<file path="config.mk">
export PLATFORM = sky130hd
export DESIGN_NAME = saradc_sar_ctrl
export DESIGN_NICKNAME = d
export VERILOG_FILES = /design/src/rtl/saradc_sar_ctrl.sv
export SDC_FILE = /design/constraint.sdc
export NUM_CORES = 1
export LEC_CHECK = 0
export CAP_MARGIN = 20
export CORE_MARGIN = 8
export CORE_UTILIZATION = 57
export DETAILED_ROUTE_END_ITERATION = 16
export DONT_BUFFER_PORTS = 1
export GPL_TIMING_DRIVEN = 0
export PLACE_DENSITY = 0.75
export SLEW_MARGIN = 0
export SYNTH_ARGS = -nofsm -noshare
export SYNTH_HDL_FRONTEND = slang
export SYNTH_SLANG_ARGS = --single-unit
export TNS_END_PERCENT = 100
</file>
<file path="constraint.sdc">
create_clock -name CLK -period 1.7 [get_ports CLK]
set_input_delay 0 -clock CLK [delete_from_list [all_inputs] [get_ports CLK]]
set_output_delay 0 -clock CLK [all_outputs]
set_load 0.005 [all_outputs]
</file>
<file path="src/rtl/saradc_sar_ctrl.sv">
// SAR ADC sequencer: precharge, sample hold, sign decision, then one 5-cycle CDAC trial per LSB bit.
// Define SARADC_SAR_CTRL_CONT_EN to loop DONE straight back into PRE (continuous conversion).
module saradc_sar_ctrl #(
    parameter int NBITS = 7,
    parameter int NPRE  = 2
) (
    input  logic             CLK,
    input  logic             RST,
    input  logic             START,
    input  logic             CMP,
    output logic             CMPEN,
    output logic             CPRE,
    output logic             CPREB,
    output logic             CHOLD,
    output logic             CHOLDB,
    output logic [NBITS-1:0] CRH,
    output logic [NBITS-1:0] CRHB,
    output logic [NBITS-1:0] CRL,
    output logic [NBITS-1:0] CRLB,
    output logic [NBITS:0]   DOUT,
    output logic             VALID,
    output logic             BUSY
);

    localparam int IDXW = (NBITS > 1) ? $clog2(NBITS) : 1;
    localparam int PW   = (NPRE > 1) ? $clog2(NPRE) : 1;

    typedef enum logic [3:0] {
        S_IDLE, S_PRE, S_NOV, S_HOLD, S_SIGN,
        S_BRK, S_MAKE, S_CMPS, S_DEC, S_FIX, S_DONE
    } state_t;

    state_t           state_reg;
    logic [PW-1:0]    pre_cnt_reg;
    logic [IDXW-1:0]  idx_reg;
    logic             cmpen_reg, cpre_reg, cpreb_reg, chold_reg, choldb_reg;
    logic [NBITS-1:0] crh_reg, crhb_reg, crl_reg, crlb_reg;
    logic [NBITS:0]   dout_reg;
    logic             valid_reg, busy_reg;

    // Each complement has its own flop so both polarities switch on the same edge.
    // Outputs are loaded together with the state they belong to, so the comparator
    // result is taken at the end of each strobe cycle (HOLD, CMPS).
    always_ff @(posedge CLK or posedge RST) begin
        if (RST) begin
            state_reg   <= S_IDLE;
            pre_cnt_reg <= '0;
            idx_reg     <= '0;
            cmpen_reg   <= 1'b0;
            cpre_reg    <= 1'b0;
            cpreb_reg   <= 1'b1;
            chold_reg   <= 1'b0;
            choldb_reg  <= 1'b1;
            crh_reg     <= '0;
            crhb_reg    <= '1;
            crl_reg     <= '0;
            crlb_reg    <= '1;
            dout_reg    <= '0;
            valid_reg   <= 1'b0;
            busy_reg    <= 1'b0;
        end else begin
            valid_reg <= 1'b0;
            case (state_reg)
                S_IDLE: begin
                    if (START) begin
                        state_reg   <= S_PRE;
                        busy_reg    <= 1'b1;
                        pre_cnt_reg <= PW'(NPRE - 1);
                        cpre_reg    <= 1'b1;
                        cpreb_reg   <= 1'b0;
                    end
                end
                S_PRE: begin
                    if (pre_cnt_reg == '0) begin
                        state_reg <= S_NOV;
                        cpre_reg  <= 1'b0;
                        cpreb_reg <= 1'b1;
                        dout_reg  <= '0;
                    end else begin
                        pre_cnt_reg <= pre_cnt_reg - 1'b1;
                    end
                end
                S_NOV: begin
                    state_reg  <= S_HOLD;
                    chold_reg  <= 1'b1;
                    choldb_reg <= 1'b0;
                    crl_reg    <= '1;
                    crlb_reg   <= '0;
                    cmpen_reg  <= 1'b1;
                end
                S_HOLD: begin
                    state_reg       <= S_SIGN;
                    cmpen_reg       <= 1'b0;
                    dout_reg[NBITS] <= CMP;
                end
                S_SIGN: begin
                    state_reg          <= S_BRK;
                    idx_reg            <= IDXW'(NBITS - 1);
                    crl_reg[NBITS-1]   <= 1'b0;
                    crlb_reg[NBITS-1]  <= 1'b1;
                end
                S_BRK: begin
                    state_reg         <= S_MAKE;
                    crh_reg[idx_reg]  <= 1'b1;
                    crhb_reg[idx_reg] <= 1'b0;
                end
                S_MAKE: begin
                    state_reg <= S_CMPS;
                    cmpen_reg <= 1'b1;
                end
                S_CMPS: begin
                    state_reg         <= S_DEC;
                    cmpen_reg         <= 1'b0;
                    dout_reg[idx_reg] <= CMP;
                    if (!CMP) begin
                        crh_reg[idx_reg]  <= 1'b0;
                        crhb_reg[idx_reg] <= 1'b1;
                    end
                end
                S_DEC: begin
                    state_reg <= S_FIX;
                    if (!dout_reg[idx_reg]) begin
                        crl_reg[idx_reg]  <= 1'b1;
                        crlb_reg[idx_reg] <= 1'b0;
                    end
                end
                S_FIX: begin
                    if (idx_reg == '0) begin
                        state_reg  <= S_DONE;
                        valid_reg  <= 1'b1;
                        chold_reg  <= 1'b0;
                        choldb_reg <= 1'b1;
                    end else begin
                        state_reg                 <= S_BRK;
                        idx_reg                   <= idx_reg - 1'b1;
                        crl_reg[idx_reg - 1'b1]   <= 1'b0;
                        crlb_reg[idx_reg - 1'b1]  <= 1'b1;
                    end
                end
                S_DONE: begin
                    crh_reg  <= '0;
                    crhb_reg <= '1;
                    crl_reg  <= '0;
                    crlb_reg <= '1;
`ifdef SARADC_SAR_CTRL_CONT_EN
                    state_reg   <= S_PRE;
                    pre_cnt_reg <= PW'(NPRE - 1);
                    cpre_reg    <= 1'b1;
                    cpreb_reg   <= 1'b0;
`else
                    state_reg <= S_IDLE;
                    busy_reg  <= 1'b0;
`endif
                end
                default: begin
                    state_reg <= S_IDLE;
                    busy_reg  <= 1'b0;
                end
            endcase
        end
    end

    assign CMPEN  = cmpen_reg;
    assign CPRE   = cpre_reg;
    assign CPREB  = cpreb_reg;
    assign CHOLD  = chold_reg;
    assign CHOLDB = choldb_reg;
    assign CRH    = crh_reg;
    assign CRHB   = crhb_reg;
    assign CRL    = crl_reg;
    assign CRLB   = crlb_reg;
    assign DOUT   = dout_reg;
    assign VALID  = valid_reg;
    assign BUSY   = busy_reg;

endmodule
</file>
== Word-level counts from Yosys, hierarchy flattened ==
Cells that the tools add are included.
Widths: inputs -> output; s select.
Cells by class
  shifts and indexed selects: 0
  multiplexer cells: 44
  divide/modulo/power cells: 0
  add/subtract/negate cells: 2
  multipliers: 0
  equal/unequal tests: 16
  reductions and logical operators: 28
  magnitude comparators: 4
  bitwise gates (word level): 11
Operators with widths (count)
  $pmux 6 s4: 2
  $mux 7: 6
  $pmux 7 s3: 2
  $pmux 4 s10: 1
  $and 7x7->7: 4
  $or 7x7->7: 4
  $eq 4x3->1 const B: 4
  $reduce_and 2->1: 8
  $not 7->7: 2
  $pmux 1 s2: 7
  $pmux 7 s2: 1
  $eq 4x4->1 const B: 3
  $mux 1: 12
  $mux 4: 3
  $ne 2x2->1 const B: 6
  $reduce_bool 2->1: 5
  $reduce_and 3->1: 3
  $reduce_or 9->1: 1
  $bwmux 8: 1
  $eq 4x2->1 const B: 2
  $lt 3x4->1 const B: 2
  $mux 8: 1
  $pmux 1 s4: 2
  $reduce_bool 4->1: 2
  15 further kinds: 21
Storage, ports and cells
  bits in read-only memories: 0
  bits in latches: 0
  flip-flop bits (word level): 51
  memory bits (writable): 0
  memories kept: 0
  output and inout port bits: 43
  word-level logic and storage cells: 123

== Logic depth before layout (Yosys ltp) ==
Gate-level depths: netlist (run 1).
  depth in word-level cells: 9
  depth in mapped cells: 8
  depth with buffers taken out: 7

== Least setup slack after synthesis (run 1) ==
Ideal clock, no wire load.
  kind: register to register
  from: register idx_reg[0]
  to: register crlb_reg[0], in the netlist CRLB[0]
  cell stages (with the launch flop): 9
  path buffers: 1
  arrival time: 1.674 ns
  required time: 1.639 ns
  library setup time: 0.061 ns
  path slack: -0.034 ns
  cells stage by stage: dfrtp_1 -> buf_6 -> inv_4 -> ha_1 -> nor2b_1 -> nand4_1 -> nand2b_1 -> nand2b_1 -> a22o_1
On the way
  cells in the longest elaborated chain, start to end: 8
RTL lines
  from (decl): line 35  | logic [IDXW-1:0] idx_reg;
  from (signal assigned): line 98  | idx_reg <= IDXW'(NBITS - 1);
  from (signal assigned): line 135  | idx_reg <= idx_reg - 1'b1;
  $sub 3x1->3 (tied with other cells): line 137  | crlb_reg[idx_reg - 1'b1] <= 1'b1;
  $lt 3x4->1 (not written as such) (tied with other cells): line 137
  $logic_and 1x1->1 (not written as such) / $mux 1 (equally long branches): line 137, 124
  $mux 1 (not written as such) / $demux 1 s3 (equally long branches): line 137, 124
  $demux 1 s3 / $not 7->7 (equally long branches)
  $or 7x7->7 (no source line) / $and 7x7->7 (equally long branches)
  $mux 7 (on tied branches): line 128, 122
  $pmux 6 s4: line 63  | case (state_reg)
  to (signal, indexed assignment): line 124  | crlb_reg[idx_reg] <= 1'b0;
  to (signal, indexed assignment): line 137
  to (signal assigned): line 144  | crlb_reg <= '1;
  to (decl): line 37  | logic [NBITS-1:0] crh_reg, crhb_reg, crl_reg, crlb_reg;
Parallel ways exist; a longest one is shown, timed or not. The select of a mux whose other input is x is not followed.
A chain may end at the register's enable or synchronous reset.

== Worst setup path after layout (run 1) ==
  from: register idx_reg[0]
  to: register crl_reg[2], in the netlist CRL[2]
On the way
  cells in the longest elaborated chain, start to end: 9
RTL lines
  $sub 3x1->3: line 136  | crl_reg[idx_reg - 1'b1] <= 1'b0;
  $lt 3x4->1 (not written as such) / $ge 3x1->1 (equally long branches): line 136
  $logic_and 1x1->1 (not written as such): line 136
  $mux 1 (not written as such): line 136
  $demux 1 s3: line 136
  $not 7->7 (no source line)
  $and 7x7->7 (no source line)
  $mux 7: line 128  | if (idx_reg == '0) begin
  $pmux 6 s4: line 63
  to (signal, indexed assignment): line 123  | crl_reg[idx_reg] <= 1'b1;
  to (signal, indexed assignment): line 136
  to (signal assigned): line 143  | crl_reg <= '0;
  to (decl): line 37
Parallel ways exist; a longest one is shown, timed or not. The select of a mux whose other input is x is not followed.

==> results of run 1 <==
## cell families (layout without fill, tap and decap cells)
family	Yosys count	count (layout)	synth area share [%]
AND/OR/NAND/NOR	106	106	18.9
XOR/XNOR	2	2	0.627
AO/OA/AOI/OAI	107	107	25.8
adder cells (fa/ha/maj)	2	2	0.895
flip-flops	51	51	46.4
buffers and inverters	31	54	5.64
multiplexers	5	5	1.83
## worst max-delay path: stages, from the launching register on
cell and delay (ns):
dfrtp_1 0.40, buf_4 0.14, mux2_4 0.30, a2bb2oi_4 0.19
nand3_4 0.11, buf_6 0.10, nor2b_4 0.23, a2bb2oi_1 0.19
## worst min-delay path by stage
stage	endpoint	slack (ns)	cells after the start
detailed placement	CRH[6]	-0.09	1
CTS	state_reg[0]	0.02	4
floorplan	CPREB	0.15	3
global route	DOUT[1]	0.03	3
finish	DOUT[1]	0.02	3
global placement	CPREB	0.16	3
## power by group through the flow
| stage | Combinational, mW | Sequential, mW | Clock, mW |
|---|---|---|---|
| after detailed placement | 2.65 | 2.14 | 0 |
| after CTS | 2.95 | 2.13 | 0.701 |
| after global routing | 3.76 | 2.23 | 0.748 |
| after global placement | 2.59 | 2.13 | 0 |
| after floorplan | 2.10 | 2.00 | 0 |
| final | 3.46 | 2.16 | 0.697 |
## final cells by class
class | count | area (µm²)
Clock buffer | 6 | 72.6
Tap cell | 67 | 83.8
Buffer | 17 | 125
Multi-Input combinational cell | 222 | 1590
Fill cell | 346 | 1340
Clock inverter | 2 | 12.5
Inverter | 14 | 60.1
Sequential cell | 51 | 1300
Timing Repair Buffer | 15 | 136
## synth_stat cells, types with 2 or more instances
cell       instances
dfrtp_1           35
o21ai_0           35
nor2_1            34
nand2_1           23
a21oi_1           16
dfstp_2           16
nand2b_1          14
inv_1             13
nor2b_1           11
buf_2             10
o22ai_1            9
a22o_1             6
a2bb2oi_1          6
nor3_1             6
o211ai_1           6
a31oi_1            4
mux2i_1            4
nand4_1            4
o221ai_1           4
a32o_1             3
buf_6              3
clkbuf_1           3
o22a_1             3
o31ai_1            3
or3_1              3
ha_1               2
nand3_1            2
nand3_2            2
or2_2              2
xor2_1             2
## repair_timing
action                                 CTS  global route
buffers inserted                         7             4
hold buffers                             3             0
endpoints found under the hold margin   47             0
setup endpoints to repair               36            39
pin swaps                                4             4
resized for setup                       24            50
## metrics by stage
step / power, mW / TNS, ns / hold WS, ns / cells / setup slack [ns]
after global routing: 6.75 / -0.960 / 0.0309 / 394 / -0.124
final: 6.31 / -0.237 / 0.0227 / 394 / -0.0429
after floorplan: 4.10 / 0 / 0.145 / 304 / 0.00135
after CTS: 5.78 / -0.0674 / 0.0171 / 390 / -0.0211
after global placement: 4.72 / -8.86 / 0.158 / 371 / -0.396
after detailed placement: 4.79 / -6.95 / -0.0923 / 372 / -0.387
## metal layers
| layer | part of all wire [%] | GRT usage [%] | wire length [µm] | vias to the layer above |
|---|---|---|---|---|
| li1 | - | - | - | 1147 |
| met1 | 41 | 26.6 | 3240 | 1232 |
| met2 | 47 | 32.1 | 3780 | 115 |
| met3 | 9.9 | 6.97 | 790 | 18 |
| met4 | 2.2 | 7.96 | 176 | 0 |
| met5 | 0 | 0 | 0 | - |
==> impl_metrics.yaml, run 1 <==
synth:
  yosysTopAreaCell: "dfrtp_1"
  ys_seq_area_share_pct: 46.4
  avgSynthCellArea_um2: 9.20
  ys_ff_latch: 51
  synth.top_cell.area_share_pct: 31.3
  synth_cells: 304
  synth-edff-count: 0
  synth_nets: 310
  async_flop_share_pct: 100
  synth_warnings: 0
  synth_area_leaders: "dfrtp_1, dfstp_2, o21ai_0, nor2_1, nand2b_1"
  synth_area_um2: 2800
  synth_cell_types: 50
  ys.flop_type: "dfrtp_1"
sta:
  max_clock_freq_ghz: 0.574
  fin_ws_ns: -0.0429
  finalCritPeriodShare_pct: 103
  min_period_ns: 1.74
  worst-slew-pin-transition_ns: 0.438
  relSlewSlack_pct: 70.8
  slew_violations: 0
  rsz0062_at_grt: "yes"
  hold_viol: 0
  setup-violations-final: 8
  skew_ns: 0.00946
floorplanning:
  initial_core_util_pct: 59.2
  fp.dieArea_um2: 7400
  die_x_um: 86.0
  die_y_um: 86.0
  pin_count: 47
  core_um2: 4720
  num_rows: 25
routing:
  drtIter0Drc: 196
  wire_per_inst_um: 20.3
  num_vias: 2512
  routed_via_density: 6.38
  drtPass1Iterations: 4
  antenna_left: 0
  drc: 0
  finalWirelength_um: 7980
power:
  clockPowerShare_pct: 11.0
  p_per_area_nw_per_um2: 1870
  seqPwrFrac_pct: 34.2
  intPower_mw: 3.44
  swShare_pct: 45.4
  p_comb_share_pct: 54.8
  ir_drop_v: 0.000971
  p_leak_nw: 1.35
  p_switching_mw: 2.87
place:
  io_buffers: 0
  hpwl_um: 5300
  placed_cell_area_um2: 2910
  gp_congestion: 0.919
grt:
  grt_usage_pct: 20.9
  grt-ovfl-total: 0
  grt_pass1_vias: 2325
  grt_max_degree: 33
  grt_first_pass_wirelength_um: 12200
  antenna_found_initial: 0
critical_path:
  startpoint: "idx_reg[0]"
  rr_endpoint: "CRL[2]"
  crit_type: "reg -> reg"
  endpoint: "CRL[2]"
  critPathLaunchType: "flop"
  crit_path_end_kind: "flop"
  rr_startpoint: "idx_reg[0]"
  critical_path.max_fanout: 6
  reg2reg_depth: 7
  cp.arrival_ns: 1.97
  r2r_slack_ns: -0.04
  crit_required_ns: 1.93
clock_tree:
  numCtsBuffers: 5
  clock_path_buffers: 2
  clock-sinks: 51
  clk_pin_slew_ns: 0.10
  clock-root-buffer: "clkbuf_8"
  cts_tree: "yes"
  cts-htree-levels: 2
  clock_latency_ns: 0.31
finish:
  final_nets: 332
  syn_to_final_growth_pct: 20.9
  largest_reg_flops: 8
  fin_area_um2: 3380
  postLayoutCoreUtil_pct: 71.5
  antennaDiodeCount: 0
  drive_above_1_share_pct: 31.5
  final_cell_mix: "dfrtp_1, nor2_1, o21ai_0"
hold_path:
  worstHoldPathType: "in -> reg"
  min_from: "CMP"
job:
  cap_violations: 0
outcome:
  outcome: "finished, violations left"
  violations: "negative setup slack"
Power figures use the tool's default switching activity.
==> inputs of run 2 (changes only) <==
- SETUP_SLACK_MARGIN: not set -> 0.15
==> run 2 against run 1 <==
The flow still finishes with violations (negative setup slack). Die area did not move. Register-to-register slack got worse by 0.05 ns. Wire length rose by 16%. Global-route usage rose by 1.1 points. Flip-flop and latch count did not move. Fmax fell by 2.9%. Combinational power rose by 23%. Largest cell class unchanged.
==> impl_metrics.yaml, run 2 (synthesis gave the netlist of run 1 again) <==
outcome:
  outcome: "finished, violations left"
  violations: "negative setup slack"
grt:
  grt-ovfl-total: 0
  grt_max_degree: 27
  grt_first_pass_wirelength_um: 12800
  grt_usage_pct: 22.0
  grt_pass1_vias: 2462
  antenna_found_initial: 0
floorplanning:
  initial_core_util_pct: 59.2
  fp.dieArea_um2: 7400
  core_um2: 4720
  pin_count: 47
  die_y_um: 86.0
  num_rows: 25
  die_x_um: 86.0
critical_path:
  cpMostUsedCell: "buf_6"
  startpoint: "idx_reg[0]"
  crit_required_ns: 1.93
  rr_endpoint: "CRL[6]"
  crit_type: "reg -> reg"
  r2r_slack_ns: -0.1
  endpoint: "CRL[6]"
  crit_path_end_kind: "flop"
  reg2reg_depth: 8
  cp.arrival_ns: 2.02
  critPathLaunchType: "flop"
  critical_path.max_fanout: 8
  rr_startpoint: "idx_reg[0]"
  cp_slowest_stage_delay_ns: 0.42
  crit_slowest_cell: "dfrtp_1"
  crit_chain: "buf_6 -> inv_8 -> ha_4 -> nor2b_4 -> nand4_1 -> buf_6 -> o211ai_1 -> mux2i_1"
clock_tree:
  numCtsBuffers: 5
  clock_latency_ns: 0.31
  clk_pin_slew_ns: 0.09
  clock_path_buffers: 2
  clock-root-buffer: "clkbuf_8"
  cts-htree-levels: 2
  clock-sinks: 51
  cts_tree: "yes"
sta:
  worst-slew-pin-transition_ns: 0.544
  setup-violations-final: 15
  slew_violations: 0
  setup_tns_ns: -0.659
  finalCritPeriodShare_pct: 106
  relSlewSlack_pct: 63.7
  rsz0062_at_grt: "yes"
  max_clock_freq_ghz: 0.557
  min_period_ns: 1.80
  hold_viol: 0
  skew_ns: 0.00885
  fin_ws_ns: -0.0950
place:
  dp_slack_ns: -0.218
  io_buffers: 0
  gp_congestion: 0.917
  hpwl_um: 5340
routing:
  finalWirelength_um: 9240
  drtPass1Iterations: 5
  drtIter0Drc: 235
  wire_per_inst_um: 22.2
  num_vias: 2779
  routed_via_density: 6.66
  antenna_left: 0
  drc: 0
finish:
  syn_to_final_growth_pct: 34.2
  final_cell_mix: "dfrtp_1, nor2_1, buf_4"
  regArea_um2: 1300
  largest_reg_flops: 8
  n_fill_cell: 275
  final_common_cell: "dfrtp_1"
  multi_input_area_um2: 1720
  drive_above_1_share_pct: 42.0
  final_nets: 355
  antennaDiodeCount: 0
power:
  p_per_area_nw_per_um2: 1900
  ir_drop_v: 0.000951
  p_leak_nw: 1.51
hold_path:
  worstHoldPathType: "in -> reg"
job:
  cap_violations: 0
-- run 2: cell count changes in the layout (fill, tap and decap cells not counted), moves of 3 or more --
cell	delta
o21ai_2	+3
buf_4	+18
buf_2	-3
o21ai_1	+7
nor3_2	+3
a21oi_1	-3
a2bb2oi_2	+5
buf_6	+8
a2bb2oi_1	-4
o21ai_0	-10
nor3_1	-3
-- run 2: power by group --
part           internal (mW)  switching (mW)  total, mW
Sequential              1.70           0.463       2.17
Combinational           1.89            2.35       4.24
Clock                  0.329           0.389      0.718
-- run 2: worst min-delay path by stage --
| stage | cells past startpoint | slack (ns) | end | startpoint |
|---|---|---|---|---|
| after CTS | 4 | 0.03 | state_reg[0] | START |
| after detailed placement | 1 | -0.04 | CMPEN | RST |
| final | 4 | 0.08 | state_reg[0] | START |
| after global routing | 4 | 0.10 | state_reg[0] | START |
| after floorplan | 3 | 0.15 | CPREB | START |
| after global placement | 3 | 0.16 | CPREB | START |
-- run 2: metal layers --
layer  GRT usage, %  vias up  share of wire, %
met1           27.2     1360                39
met5              0        -                 0
met2           34.4      192                48
li1               -     1190                 -
met4           9.08        0               3.3
met3           7.16       37                11
-- run 2: through the flow --
stage	hold WS [ns]	instances	area, µm²	utilization, %	power (mW)
final	0.0780	417	3750	79.5	7.13
after global routing	0.104	417	3750	79.5	7.50
after CTS	0.0266	403	3420	72.5	6.20
after detailed placement	-0.0380	372	2970	62.8	4.89
after global placement	0.157	371	2950	62.4	4.83
after floorplan	0.145	304	2860	-	4.22
-- run 2: cell type report --
cell class / count / share of cell area (%)
clock buffers: 7 / 2.30
clock inverters: 1 / 0.133
plain buffers: 17 / 4.40
repair buffers: 37 / 8.97
flip-flops and latches: 51 / 34.6
inverters: 14 / 1.60
multi-input cells: 223 / 45.7
well taps: 67 / 2.23
-- run 2: repair_timing --
action / in CTS / in global routing
setup buffers: 19 / 13
gates resized for setup: 51 / 66
endpoints found under the hold margin: 32 / 0
pin swaps: 14 / 18
setup endpoints to repair: 41 / 47
gates cloned: 1 / 1
hold buffers: 3 / 0
-- run 2: critical path, delay by kind of cell, from the launching register on --
family                   cells  cell delay, ns
AO/OA/AOI/OAI                1            0.10
flip-flops                   1            0.42
adder cells (fa/ha/maj)      1            0.12
multiplexers                 1            0.22
buffers and inverters        3            0.46
AND/OR/NAND/NOR              2            0.41
